<file path="src/rtl/instr_fetch_unit.sv">
// ---------------------------------------------------------------------------
// instr_fetch_unit
//
// Fetch stage sitting directly in front of instructionMemory. It owns the
// program counter, drives the memory address, captures the combinational
// instruction word into a two-entry fetch queue and hands {pc, instr} to
// decode over a valid/ready handshake. A taken branch or jump (redirect)
// flushes the queue and restarts fetch at the word-aligned target.
//
// Ports
//   clk             in   1      system clock, rising edge
//   rst_n           in   1      asynchronous active-low reset
//   imem_addr       out  WIDTH  byte address to instructionMemory (= pc_q)
//   imem_instr      in   WIDTH  instruction read combinationally at imem_addr
//   redirect_valid  in   1      branch/jump taken this cycle
//   redirect_pc     in   WIDTH  redirect target byte address
//   fetch_valid     out  1      queue head holds a valid instruction
//   fetch_ready     in   1      decode accepts the head this cycle
//   fetch_instr     out  WIDTH  head instruction
//   fetch_pc        out  WIDTH  head PC
//   fetch_pc_plus4  out  WIDTH  fetch_pc + 4 (wraps)
//   misalign_err    out  1      one-cycle pulse: last redirect_pc[1:0] != 0
// ---------------------------------------------------------------------------
module instr_fetch_unit #(
    parameter int               WIDTH    = 32,
    parameter logic [WIDTH-1:0] RESET_PC = '0,
    parameter int               QDEPTH   = 2
) (
    input  logic             clk,
    input  logic             rst_n,
    output logic [WIDTH-1:0] imem_addr,
    input  logic [WIDTH-1:0] imem_instr,
    input  logic             redirect_valid,
    input  logic [WIDTH-1:0] redirect_pc,
    output logic             fetch_valid,
    input  logic             fetch_ready,
    output logic [WIDTH-1:0] fetch_instr,
    output logic [WIDTH-1:0] fetch_pc,
    output logic [WIDTH-1:0] fetch_pc_plus4,
    output logic             misalign_err
);

    logic [WIDTH-1:0] pc_q, pc_d;
    logic [1:0]       count_q, count_d;
    logic [WIDTH-1:0] head_pc_q, head_pc_d;
    logic [WIDTH-1:0] head_instr_q, head_instr_d;
    logic [WIDTH-1:0] tail_pc_q, tail_pc_d;
    logic [WIDTH-1:0] tail_instr_q, tail_instr_d;
    logic             misalign_q, misalign_d;

    logic             pop;
    logic             push_ok;
    logic [1:0]       count_after_pop;

    // The queue is kept as an explicit head/tail pair: a pop shifts the tail
    // into the head, and a push then lands in whichever slot is the first
    // free one after that shift. This keeps the head a plain register so the
    // fetch_* outputs come straight from flops.
    always_comb begin
        pc_d            = pc_q;
        count_d         = count_q;
        head_pc_d       = head_pc_q;
        head_instr_d    = head_instr_q;
        tail_pc_d       = tail_pc_q;
        tail_instr_d    = tail_instr_q;
        misalign_d      = 1'b0;
        count_after_pop = count_q;

        pop     = (count_q != 2'd0) && fetch_ready;
        push_ok = (count_q < 2'(QDEPTH)) || pop;

        if (pop) begin
            head_pc_d       = tail_pc_q;
            head_instr_d    = tail_instr_q;
            count_after_pop = count_q - 2'd1;
        end

        if (redirect_valid) begin
            // Redirect beats everything: any popped entry still counts as
            // consumed, the rest is dropped and nothing is enqueued.
            count_d    = 2'd0;
            pc_d       = {redirect_pc[WIDTH-1:2], 2'b00};
            misalign_d = (redirect_pc[1:0] != 2'b00);
        end else if (push_ok) begin
            if (count_after_pop == 2'd0) begin
                head_pc_d    = pc_q;
                head_instr_d = imem_instr;
            end else begin
                tail_pc_d    = pc_q;
                tail_instr_d = imem_instr;
            end
            count_d = count_after_pop + 2'd1;
            pc_d    = pc_q + WIDTH'(4);
        end
    end

    // Every flop is reset so no output can show X after reset, whatever the
    // memory returns.
    always_ff @(posedge clk or negedge rst_n) begin
        if (!rst_n) begin
            pc_q         <= RESET_PC;
            count_q      <= 2'd0;
            head_pc_q    <= '0;
            head_instr_q <= '0;
            tail_pc_q    <= '0;
            tail_instr_q <= '0;
            misalign_q   <= 1'b0;
        end else begin
            pc_q         <= pc_d;
            count_q      <= count_d;
            head_pc_q    <= head_pc_d;
            head_instr_q <= head_instr_d;
            tail_pc_q    <= tail_pc_d;
            tail_instr_q <= tail_instr_d;
            misalign_q   <= misalign_d;
        end
    end

    assign imem_addr      = pc_q;
    assign fetch_valid    = (count_q != 2'd0);
    assign fetch_pc       = head_pc_q;
    assign fetch_instr    = head_instr_q;
    assign fetch_pc_plus4 = head_pc_q + WIDTH'(4);
    assign misalign_err   = misalign_q;

endmodule

</file>
<file path="config.mk">
export PLATFORM = sky130hd
export DESIGN_NAME = instr_fetch_unit
export DESIGN_NICKNAME = d
export VERILOG_FILES = /design/src/rtl/instr_fetch_unit.sv
export SDC_FILE = /design/constraint.sdc
export NUM_CORES = 1
export LEC_CHECK = 0
export CORE_MARGIN = 5
export CORE_UTILIZATION = 40
export CTS_CLUSTER_DIAMETER = 100
export DETAILED_ROUTE_END_ITERATION = 8
export PLACE_DENSITY_LB_ADDON = 0.12
export SLEW_MARGIN = 20
export SYNTH_ARGS = -nofsm -noshare
export SYNTH_HDL_FRONTEND = slang
export SYNTH_SLANG_ARGS = --single-unit
</file>
<file path="constraint.sdc">
create_clock -name clk -period 4.62 [get_ports clk]
set_input_delay 0.462 -clock clk [delete_from_list [all_inputs] [get_ports clk]]
set_output_delay 0.462 -clock clk [all_outputs]
set_load 0.03 [all_outputs]
</file>
==> key figures, run 1 <==
Detailed routing
  • Metal-1 WL: 9080 um
  • Vias per cell: between 5 and 6
  • Detail Route Antenna Nets: 0
  • Router iterations before antenna repair: 5
  • Via count: roughly 6300
  • Met3 wire len: between 1000 and 1500 um
  • Initial DRC count: about 320
  • Met2 wire length: a little over 10000 um
  • DRT Wirelength: around 21000 um
  • DR top layer: met4
  • Drt wl/cell: between 15 and 20 um
  • DRC: 0

STA
  • Worst hold slack: approximately 81 ps
  • Slew Limit Fails: 0
  • Period utilization: 77.8%
  • Period minus WS final: between 3000 and 4000 ps
  • Tightest Pin Transition: between 900 and 1000 ps
  • Final TNS setup: 0 ps
  • FMAX: 278 MHz
  • Final setup viols: 0
  • Slew headroom: about two fifths
  • Final Hold Fails: 0
  • RSZ-0062 raised after global routing: no
  • Worst Clk Skew: around 7.5 ps

Placed design
  • DP HPWL: roughly 15000 um
  • IO buf count: 195
  • Placed cells: 1159
  • Gpl congestion: about 0.79

Worst setup path
  • CP cell instances: ha_1 -> nand4_1 -> nor4_1 -> nand4_1 -> xnor2_1 -> clkdlybuf4s50_1
  • CP dominant cell by count: nand4_1
  • Crit path kind: reg2out
  • Worst R2R End: fetch_pc[5]
  • Slowest CP cell: nor4_1
  • Crit-path max cell delay: ~730 ps
  • Worst setup EP type: output pin
  • Worst path required time: 4160 ps
  • Crit start category: flip-flop
  • RR Startpoint: count_q[1]
  • Crit-path max FO: 6
  • FF-to-FF path depth: 10
  • R2r setup slk: between 1000 and 1500 ps
  • Crit path DAT: approximately 3100 ps

Logic synthesis
  • Seq/Total Area, Yosys: slightly above 50%
  • Synth warnings: 0
  • #FFs+latches synth: about 160
  • Synth area leader: dfrtp_1
  • Ys async rst share: between 90% and 100%
  • Yosys cell types: 48
  • Area share of the largest cell type after synthesis: between 50% and 60%
  • Syn Inst Count: 734
  • Avg Synthesized Cell Area: about 11 um^2
  • Synth area leaders: dfrtp_1 51%, mux2_2 9.0%, mux2i_1 7.9%
  • Mapped Area: 0.00776 mm^2
  • Post-synth EDFFs: 0
  • Top FF cell, synth: dfrtp_1

CTS
  • Num Clock Sinks: around 160
  • Hold_buf cts: 0
  • Setup bufs post-CTS: 0
  • Clk buf depth: 2
  • CTS tree: yes
  • CTS Buf Count: 17
  • Root Buffer Master: clkbuf_16
  • CTS clk-pin slew, worst paths: around 60 ps
  • Clk Latency, worst-skew pair: roughly 420 ps
  • H-tree depth: 4
  • CTS resizes: 0

Finish
  • Most common cell after layout, fill and taps aside: clkdlybuf4s50_1
  • Commonest cells after routing, fill and taps aside: 194 x clkdlybuf4s50_1, 159 x dfrtp_1, 98 x nand2_1
  • Non-filler cells in the finished layout: 1188
  • Fillers: roughly 1700
  • Final Net Count: approximately 990
  • Syn-to-layout area delta: 35.2%
  • Antenna Cells: 0
  • Share of layout cells above drive strength 1: between 10% and 20%

Floorplanning
  • Core ar.: approximately 0.019 mm^2
  • Starting Density: about two fifths
  • I/O pin cnt: between 150 and 200
  • Die Width: approximately 150 um
  • FP Rows: slightly above 50
  • Die Ht: ~150 um
  • Die ar.: approximately 0.022 mm^2

Global route
  • Antenna violations before repair: 0
  • Largest net degree at the start of global routing: 89
  • All-Layer GR Usage: 19.3%
  • Grt ovf: 0
  • Number of global-route vias before repair: between 6000 and 7000
  • Global-route wire length before repair: between 30000 and 40000 um

Hold path
  • Hold Crit Class: in2async

Power
  • LEAKAGE: approximately 4.2 nW
  • P per Cell Area: about 710 mW/mm^2
  • Max VDD drop: 0.492 mV

Job
  • MaxCap Viol Count: 0

Outcome
  • Outcome: completed
report_power, final:
| part | switching (W) | leakage (nW) | internal (W) |
|---|---|---|---|
| Sequential | 0.000555 | 1.89 | 0.00200 |
| Clock | 0.000529 | 0.267 | 0.000786 |
| Combinational | 0.00194 | 2.08 | 0.00160 |
| Total | 0.00303 | 4.23 | 0.00439 |
cell type report:
class / instances / area (um^2) / share of cell area [%]
flip-flops and latches: 159 / 3980 / 37.9
repair buffers: 208 / 2050 / 19.5
inverters: 11 / 41.3 / 0.393
clock buffers: 23 / 488 / 4.65
clock inverters: 6 / 60.1 / 0.572
well taps: 265 / 332 / 3.16
multi-input cells: 516 / 3550 / 33.8
routing by layer:
layer	global-route usage, %	vias up
met1	24.9	3073
li1	-	2975
met5	0	-
met3	5.65	25
met4	6.22	0
met2	31.2	198
worst max-delay path: cells and delay by family, from the launching register on:
family	cells	cell delay, ps
xor gates and xnor gates	1	180
buffers and inverters	1	690
adders and majority gates	1	260
DFF	1	480
and+or+nand+nor	3	1100
state kept, by name, indices dropped and copies added, names as in the netlist:
name / count
tail_pc_q: 30
fetch_instr: 32
fetch_pc: 32
imem_addr: 30
tail_instr_q: 32
misalign_err: 1
count_q: 2
how the worst max path moves through the flow:
stage	cells past startpoint	endpoint	slack, ps	start
6_report	6	fetch_pc_plus4[20]	1020	fetch_pc[2]
5_1_grt	6	fetch_pc_plus4[20]	720	fetch_pc[2]
3_5_place_dp	10	fetch_instr[25]	1280	count_q[1]
3_3_place_gp	6	fetch_pc_plus4[24]	1460	fetch_pc[3]
4_1_cts	6	fetch_pc_plus4[20]	950	fetch_pc[3]
2_1_floorplan	13	fetch_pc[9]	1760	count_q[1]
through the flow:
stage                     setup slack [ps]  utilization [%]  area, um^2  power [W]
final                                 1020             54.5       10500    0.00742
after CTS                              948             54.5       10500    0.00749
after floorplan                       1760                -        7770    0.00472
after global placement                1460             51.6        9950    0.00605
after detailed placement              1280             51.6        9950    0.00615
after global routing                   721             54.5       10500    0.00787
synthesized netlist by cell type (2+ instances only):
cell type	n
o2111ai_1	2
nand2_1	98
nor3_1	5
ha_1	4
a21oi_1	6
and3_1	8
buf_1	4
mux2_2	62
and2_1	2
buf_4	4
a211oi_1	2
or3_1	7
xor2_1	6
mux2i_1	61
nor2_1	29
buf_2	11
xnor2_1	33
inv_1	9
and4_1	8
or4_1	9
dfrtp_1	159
nand3_1	22
clkbuf_1	29
a31oi_1	17
nor3b_1	2
o21ai_0	85
o31ai_1	9
a2111oi_0	5
nor4_1	2
nand4_1	16
cell families after synthesis:
kind of cell | count (synthesis) | share of synthesized area [%]
AND/OR/NAND/NOR | 216 | 13.7
flip-flops | 159 | 51.2
AO/OA/AOI/OAI | 132 | 9.78
multiplexers | 123 | 16.9
buffers and inverters | 60 | 3.37
XOR/XNOR | 39 | 4.40
adder cells (fa/ha/maj) | 4 | 0.645
other | 1 | 0.0483
(Power assumes the default switching activity.)
==> run 2, diff against run 1 <==
clock period = 3 ns   (was 4.62 ns; I/O delays follow)
==> key figures, run 2 (synthesis results as in run 1) <==
Job
  • MaxCap Viol Count: 0 (unchanged)

Worst setup path
  • Worst path required time: 2700 ps (-1460 ps)
  • Crit start category: flip-flop
  • Crit path kind: reg2out
  • Crit-path max FO: 6 (unchanged)
  • Crit path DAT: 2450 ps (-680 ps)
  • Launch point of the critical path: fetch_pc[3]
  • Worst setup EP type: output pin
  • RR Startpoint: count_q[0]

Detailed routing
  • DRC: 0 (unchanged)
  • DRT Wirelength: 21300 um (+0.84%)
  • Router iterations before antenna repair: 5 (unchanged)
  • Drt wl/cell: 17.8 um (about the same)
  • Initial DRC count: 285 (-10%)
  • Via count: 6302 (+0.49%)
  • Vias per cell: 5.26 (-0.43%)
  • Detail Route Antenna Nets: 0 (unchanged)

STA
  • FMAX: 363 MHz
  • Period minus WS final: between 2000 and 3000 ps
  • Final Hold Fails: 0 (unchanged)
  • Worst hold slack: 442 ps (+361 ps)
  • Final TNS setup: 0 ps (unchanged)
  • Slew Limit Fails: 0 (unchanged)
  • Slew headroom: 51.4% (+13 points)
  • Worst Clk Skew: 8.54 ps (+1.04 ps)
  • Period utilization: between 90% and 100%
  • Final setup viols: 0 (unchanged)
  • Tightest Pin Transition: 729 ps (-184 ps)
  • RSZ-0062 raised after global routing: no

CTS
  • Clk buf depth: 2 (unchanged)
  • CTS Buf Count: 17 (unchanged)
  • H-tree depth: 4 (unchanged)
  • Num Clock Sinks: 159 (unchanged)
  • Root Buffer Master: clkbuf_16
  • CTS clk-pin slew, worst paths: 60 ps (about the same)
  • Setup bufs post-CTS: 0 (unchanged)
  • CTS tree: yes
  • Clk Latency, worst-skew pair: 420 ps (about the same)

Floorplanning
  • Die Width: 149 um (unchanged)
  • Starting Density: 40.3% (unchanged)
  • FP Rows: 51 (unchanged)
  • Die Ht: 149 um (unchanged)
  • Core ar.: 0.0193 mm^2 (unchanged)
  • I/O pin cnt: 198 (unchanged)
  • Die ar.: 0.0223 mm^2 (unchanged)

Finish
  • Syn-to-layout area delta: 36.8%
  • Commonest cells after routing, fill and taps aside: 175 x clkdlybuf4s50_1, 159 x dfrtp_1, 98 x nand2_1
  • Share of layout cells above drive strength 1: 14.9% (+2.7 points)
  • Antenna Cells: 0 (unchanged)
  • Final Net Count: 993 (+0.81%)
  • Most common cell after layout, fill and taps aside: clkdlybuf4s50_1

Global route
  • All-Layer GR Usage: 19.4% (+0.15 points)
  • Number of global-route vias before repair: 6444 (+1.1%)
  • Global-route wire length before repair: 34300 um (+0.51%)
  • Antenna violations before repair: 0 (unchanged)
  • Largest net degree at the start of global routing: 89 (unchanged)
  • Grt ovf: 0 (unchanged)

Outcome
  • Outcome: completed

Power
  • P per Cell Area: 1100 mW/mm^2 (+55%)
  • LEAKAGE: 4.33 nW (+2.4%)
  • Max VDD drop: 0.481 mV (-2.4%)

Hold path
  • Min-delay src: redirect_pc[9]
  • Hold Crit Class: in2reg

Placed design
  • IO buf count: 195 (unchanged)
  • Gpl congestion: 0.827 (+5.3%)
  • DP HPWL: 15300 um (+1.4%)
-- run 2: cell types whose count changed in the layout (fill, tap and decap cells not counted), moves of 2 or more --
cell             delta
buf_12              +3
buf_4              +19
clkbuf_1            -2
clkbuf_8            -3
clkdlybuf4s50_1    -19
clkinv_2            -3
dlygate4sd2_1       +3
inv_6               +5
inv_8               +3
-- run 2: worst max-delay path, stage by stage, from the launching register on --
cell and delay (ps):
dfrtp_1 460, ha_1 260, nand4_1 170, nor4_1 260, buf_4 200, nand4_1 110, xnor2_1 140, dlygate4sd2_1 410
-- run 2: final cells by class --
cell class,count,area (um^2)
clock buffers,18,439
clock inverters,14,169
fillers,1731,8650
inverters,11,41.3
multi-input cells,516,3550
flip-flops and latches,159,3980
well taps,265,332
repair buffers,216,2110
-- run 2: what timing repair did --
| item | in CTS | in global routing |
|---|---|---|
| hold buffers | 1 | 0 |
| setup endpoints to repair | 3 | 1 |
| endpoints found under the hold margin | 74 | 0 |
| gates resized for setup | 3 | 1 |
-- run 2: final timing paths --
check	to	slack, ps	depth (start not counted)
setup reg to reg	imem_addr[24]	540	7
hold / removal	imem_addr[9]	440	3
max in group asynchronous	tail_pc_q[8]	1680	3
setup / recovery	fetch_pc_plus4[20]	250	7
min in group asynchronous	fetch_pc[16]	460	2
hold reg to reg	tail_instr_q[24]	510	1
-- run 2: layer usage --
metal	GRT usage [%]	vias to the layer above	wire length (um)
li1	-	3007	-
met1	24.1	3082	8780
met2	32.8	188	10600
met3	5.68	25	1630
met4	5.86	0	327
met5	0	-	0
-- run 2: power breakdown --
group	switching (W)	total (W)	internal, W
clock	0.000927	0.00221	0.00128
sequential	0.000816	0.00390	0.00308
combinational	0.00306	0.00553	0.00247
total	0.00480	0.0116	0.00683
-- run 2: metrics by stage --
step	power [W]	utilization, %	setup WS, ps	instances	area [um^2]
3_5_place_dp	0.00953	51.9	415	1166	10000
3_3_place_gp	0.00935	51.9	353	1166	10000
5_1_grt	0.0124	55.1	82.8	1199	10600
2_1_floorplan	0.00727	-	138	735	7770
6_report	0.0116	55.1	248	1199	10600
4_1_cts	0.0118	55.1	34.9	1199	10600
